**config.mk**
```make
export PLATFORM = sky130hd
export DESIGN_NAME = fetch_unit
export DESIGN_NICKNAME = d
export VERILOG_FILES = /design/src/rtl/fetch_unit.sv
export SDC_FILE = /design/constraint.sdc
export NUM_CORES = 1
export LEC_CHECK = 0
export BUFFER_PORTS_ARGS = -buffer_cell sky130_fd_sc_hd__buf_2
export CAP_MARGIN = 20
export CORE_MARGIN = 5
export CORE_UTILIZATION = 50
export DETAILED_ROUTE_END_ITERATION = 12
export GPL_ROUTABILITY_DRIVEN = 0
export MAX_ROUTING_LAYER = met4
export PLACE_DENSITY = 0.74
export SLEW_MARGIN = 10
export SYNTH_ARGS = -nofsm -noshare
export SYNTH_HDL_FRONTEND = slang
export SYNTH_SLANG_ARGS = --single-unit
```
**constraint.sdc**
```tcl
create_clock -name clk -period 4.8 [get_ports clk]
set_input_delay 0.24 -clock clk [delete_from_list [all_inputs] [get_ports clk]]
set_output_delay 0.24 -clock clk [all_outputs]
set_load 0.01 [all_outputs]
```
**src/rtl/fetch_unit.sv**
```systemverilog
// fetch_unit: RV32I fetch stage - PC register, imem req/ack, decode valid/ready.
// Optional FETCH_MISALIGN_TRAP_EN: misaligned redirect targets trap to TRAP_VEC.
module fetch_unit #(
  parameter logic [31:0] RESET_PC    = 32'h0000_0000,
  parameter int unsigned ACK_TIMEOUT = 16,
  parameter logic [31:0] TRAP_VEC    = 32'h0000_0100
) (
  input  logic        clk,
  input  logic        rst,
  output logic        imem_req,
  output logic [31:0] imem_addr,
  input  logic        imem_ack,
  input  logic [31:0] imem_rdata,
  output logic [31:0] instr_out,
  output logic [31:0] pc_out,
  output logic        instr_valid,
  input  logic        instr_ready,
  input  logic        branch_taken,
  input  logic        jump_en,
  input  logic        jalr_en,
  input  logic [31:0] imm,
  input  logic [31:0] rs1_data,
  output logic        fetch_fault,
  output logic        misalign_trap
);

  localparam int CW = $clog2(ACK_TIMEOUT + 1);
  localparam logic [CW-1:0] CNT_LAST = CW'(ACK_TIMEOUT - 1);
  localparam logic [31:0] NOP = 32'h0000_0013;

  typedef enum logic [1:0] {
    IDLE,
    FETCH,
    HOLD,
    HALT
  } state_e;

  state_e        state_q, state_d;
  logic [31:0]   pc_q, pc_d;
  logic [31:0]   instr_q, instr_d;
  logic [31:0]   pco_q, pco_d;
  logic          valid_q, valid_d;
  logic          fault_q, fault_d;
  logic [CW-1:0] cnt_q, cnt_d;
  logic [31:0]   target;

  // Redirect priority: JALR over JAL/branch over sequential.
  always_comb begin
    target = pco_q + 32'd4;
    if (jalr_en) begin
      target = (rs1_data + imm) & ~32'h1;
    end else if (jump_en || branch_taken) begin
      target = pco_q + imm;
    end
  end

`ifdef FETCH_MISALIGN_TRAP_EN
  logic trap_q, trap_d;
`endif

  always_comb begin
    state_d = state_q;
    pc_d    = pc_q;
    instr_d = instr_q;
    pco_d   = pco_q;
    valid_d = valid_q;
    fault_d = fault_q;
    cnt_d   = cnt_q;
`ifdef FETCH_MISALIGN_TRAP_EN
    trap_d  = 1'b0;
`endif
    unique case (state_q)
      IDLE: state_d = FETCH;
      FETCH: begin
        if (imem_ack) begin
          instr_d = imem_rdata;
          pco_d   = pc_q;
          valid_d = 1'b1;
          cnt_d   = '0;
          state_d = HOLD;
        end else begin
          cnt_d = cnt_q + 1'b1;
          if (cnt_q == CNT_LAST) begin
            fault_d = 1'b1;
            state_d = HALT;
          end
        end
      end
      HOLD: begin
        if (instr_ready) begin
          valid_d = 1'b0;
          state_d = FETCH;
`ifdef FETCH_MISALIGN_TRAP_EN
          if (target[1:0] != 2'b00) begin
            pc_d   = TRAP_VEC;
            trap_d = 1'b1;
          end else begin
            pc_d = target;
          end
`else
          pc_d = target & ~32'h3;
`endif
        end
      end
      HALT: state_d = HALT;
      default: state_d = IDLE;
    endcase
  end

  always_ff @(posedge clk) begin
    if (rst) begin
      state_q <= IDLE;
      pc_q    <= RESET_PC;
      instr_q <= NOP;
      pco_q   <= RESET_PC;
      valid_q <= 1'b0;
      fault_q <= 1'b0;
      cnt_q   <= '0;
    end else begin
      state_q <= state_d;
      pc_q    <= pc_d;
      instr_q <= instr_d;
      pco_q   <= pco_d;
      valid_q <= valid_d;
      fault_q <= fault_d;
      cnt_q   <= cnt_d;
    end
  end

`ifdef FETCH_MISALIGN_TRAP_EN
  always_ff @(posedge clk) begin
    if (rst) begin
      trap_q <= 1'b0;
    end else begin
      trap_q <= trap_d;
    end
  end
  assign misalign_trap = trap_q;
`else
  logic unused_trap_vec;
  assign unused_trap_vec = ^TRAP_VEC;
  assign misalign_trap = 1'b0;
`endif

  assign imem_req    = (state_q == FETCH);
  assign imem_addr   = pc_q;
  assign instr_out   = instr_q;
  assign pc_out      = pco_q;
  assign instr_valid = valid_q;
  assign fetch_fault = fault_q;

endmodule

```
==> key figures <==
Setup path
  • Critical Path RT: between 5 and 6 ns
  • CP Capture Type: flip-flop
  • CP cell instances: buf_2 > nor2_2 > buf_4 > nor2b_1 > ha_1 > a21o_1 > and2_4 > a211o_1 > o211a_1 > a31o_2 > o41ai_1 > mux2_2 > o31ai_1
  • CP max stage cell: nor2_2
  • WP depth: 13
  • Critical Path Source Type: primary input
  • Crit path kind: in -> reg
  • Worst setup path endpoint: imem_addr[31]
  • Critical R2R Launch: pc_out[2]
  • Worst r2r dst: imem_addr[30]
  • Max incr delay on CP: 0.54 ns
  • Critical Path AT: ~3.7 ns
  • Worst Setup SP: branch_taken
  • Worst path top cell family by delay: compound AO/OA/AOI/OAI gates
  • Worst-path maximum fanout: 14
  • Reg2reg setup slack: 1.78 ns
  • Depth of the most critical reg-to-reg path: 10
  • Buf+Inv Stages, Crit Path: 2

Timing
  • F_max: a little under 0.3 GHz
  • Worst Skew: ~0.01 ns
  • Hold Violations, Final: 0
  • Setup TNS: 0 ns
  • Setup-failing EPs final: 0
  • Max-slew violations: 0
  • Min Tclk post-route: between 3 and 4 ns
  • Hold_ws: roughly 0.095 ns
  • Final worst-path cycle share: 70.9%
  • Worst-margin pin slew: between 0.8 and 0.9 ns
  • Final WS setup: roughly 1.4 ns
  • RSZ-0062 raised after global routing: no
  • Slew HR: between 40% and 50%

GRT
  • Initial antenna violation count: 0
  • Total grt overflow: 0
  • First-pass GRT wire length: ~34,000 µm
  • GRT busiest layer: met2
  • Global Route Usage Sum: a little over a quarter
  • Number of global-route vias before repair: approximately 7,000
  • Met1 usage: between 30% and 40%
  • Pin count of the biggest net entering global routing: 64
  • GRT met3 Usage: under 10%
  • M2 GR Usage: 41.0%

Synthesis
  • Synthesized instance count: 933
  • Fraction of registers with async set/reset: 0%
  • #FFs+latches synth: 101
  • Synth area leaders: dfxtp_1 (29%), ha_1 (11%), nand2_1 (9.0%)
  • Ys Warns: 0
  • Yosys top cell area share: between 20 and 30%
  • Leading register cell type out of synthesis: dfxtp_1
  • Avg Cell Area, Syn: between 7 and 8 µm²
  • Post-synthesis sequential area ratio: 28.6%
  • Post-Syn Area: ~0.0071 mm²
  • Post-synth EDFFs: 0
  • Post-synth top area cell: dfxtp_1
  • Post-synth cell types: 70

CTS
  • Clock Pin Slew Worst Setup and Hold Paths: 0.07 ns
  • CTS Sinks: between 100 and 150
  • Clk_lat worst skew: 0.36 ns
  • CTS tree: built
  • H-tree depth: 3
  • Cts repair resizes: 0
  • CTS root buffer: clkbuf_16
  • CTS Buffer Depth: 2
  • Num CTS Buffers: 9
  • Post-CTS Setup Bufs: 0
  • Hold-fix buffers at CTS: 0

Route
  • Avg WL per Cell: between 15 and 20 µm
  • TritonRoute pass-1 iters: 5
  • Drt total wl: around 21,000 µm
  • Vias/cell: 5.80
  • DRT iter0 DRCs: 543
  • DRC: 0
  • Via count: ~7,400
  • Antenna Nets Post-Route: 0

Pwr
  • Net Sw Power: between 600 and 700 µW
  • Flop pwr share: a little over 40%
  • Switching Share: 30.9%
  • Comb pwr share: a little under a quarter
  • Worst vdd ir: 0.173 mV
  • Clock Power Share: 36.3%
  • Leakage: 4.05 nW
  • PwrDens: 255 mW/mm²
  • Total internal power: 1.49 mW

Hold path
  • Min-Delay Path Class: in -> reg

Cells and area
  • P&R area growth vs syn: 19.5%
  • Final instance area: between 0.008 and 0.009 mm²
  • Layout Nets: 1,261
  • Commonest cells after routing, fill and taps aside: buf_2 (196), nand2_1 (168), a21oi_1 (124)
  • Share of post-route cells with drive strength above 1: around 22%
  • Most common cell after layout, fill and taps aside: buf_2
  • Final non-filler cell total: between 1,000 and 1,500
  • Antenna Cells: 0

Outcome
  • Run status: finished, final reports clean

Placed design
  • DP HPWL: around 16,000 µm
  • Placed insts: between 1,000 and 1,500
  • Worst Setup Slack post-DPL: 1.05 ns
  • PortBufs: approximately 200
  • Placement Cell Area: ~0.0081 mm²

Floorplanning
  • Chip width: around 130 µm
  • Top-Level Pins: approximately 200
  • Core area: between 0.01 and 0.015 mm²
  • Starting Density: approximately half
  • Die ar.: roughly 0.017 mm²
  • Die Height: roughly 130 µm
  • # rows: 43

Flow run
  • Max Cap Violations: 0
-- cell families after synthesis --
group | count (synthesis) | share of synthesized area (%)
buffers and inverters | 68 | 3.87
flip-flops | 101 | 28.6
AND/OR/NAND/NOR | 363 | 23.9
adder cells (fa/ha/maj) | 62 | 11.1
multiplexers | 12 | 1.73
AO/OA/AOI/OAI | 289 | 26.3
XOR/XNOR | 37 | 4.58
other | 1 | 0.0530
-- per-stage QoR --
step | power [mW] | utilization (%)
3_5_place_dp | 1.39 | 58.7
2_1_floorplan | 1.23 | -
3_3_place_gp | 1.38 | 58.7
6_report | 2.16 | 60.9
4_1_cts | 2.17 | 60.9
5_1_grt | 2.27 | 60.9
-- worst min path at each step --
stage	slack (ns)	startpoint	to	depth (start not counted)
6_report	0.1	imem_rdata[0]	instr_out[0]	3
5_1_grt	0.1	imem_rdata[4]	instr_out[4]	3
4_1_cts	0.09	imem_rdata[0]	instr_out[0]	3
3_5_place_dp	0.44	instr_out[24]	instr_out[24]	2
3_3_place_gp	0.44	instr_out[30]	instr_out[30]	2
2_1_floorplan	0.36	imem_rdata[0]	instr_out[0]	2
-- final cells by class --
class,count,area [µm²]
clock buffers,10,239
clock inverters,6,78.8
fillers,1378,5420
inverters,12,45.0
multi-input cells,768,4810
flip-flops and latches,101,2020
well taps,180,225
repair buffers,204,1040
-- sequential cells by signal, indices dropped and copies added (netlist names) --
| signal | cells |
|---|---|
| cnt_q | 5 |
| fetch_fault | 1 |
| imem_addr | 30 |
| instr_out | 32 |
| instr_valid | 1 |
| pc_out | 30 |
| state_q | 2 |
-- Yosys cell counts (3+ instances only) --
cell / n
a211o_1: 4
a211oi_1: 24
a21o_1: 35
a21oi_1: 124
a221oi_1: 3
a22oi_1: 3
a311oi_1: 3
a31o_2: 3
a31oi_1: 8
and2_1: 6
and3_1: 8
buf_4: 5
clkbuf_1: 49
dfxtp_1: 101
ha_1: 61
inv_1: 12
mux2i_1: 10
nand2_1: 169
nand2b_1: 4
nand3_1: 15
nand3b_1: 6
nand4_1: 7
nor2_1: 63
nor2b_1: 33
nor3_1: 26
nor3b_1: 4
nor4_1: 5
o2111ai_1: 3
o211ai_1: 4
o21a_1: 7
o21ai_0: 31
o21bai_1: 5
o31ai_1: 6
o41ai_1: 3
or3_1: 6
xnor2_1: 18
xor2_1: 19
-- per-layer routing --
metal | vias up | routed length [µm]
met5 | - | 0
met4 | 0 | 547
met3 | 44 | 1780
met2 | 308 | 9850
met1 | 3407 | 9320
li1 | 3665 | -
-- power by group through the flow --
stage / combinational [mW] / sequential [mW] / clock, mW
after global placement: 0.483 / 0.900 / 0
after CTS: 0.491 / 0.882 / 0.801
after floorplan: 0.324 / 0.910 / 0
after global routing: 0.549 / 0.885 / 0.836
final: 0.495 / 0.881 / 0.784
after detailed placement: 0.487 / 0.901 / 0
-- worst min-delay path, delay by kind of cell --
kind	cells	cell delay [ns]
buffers and inverters	1	0.08
and+or+nand+nor	2	0.10
(Power assumes the default switching activity.)
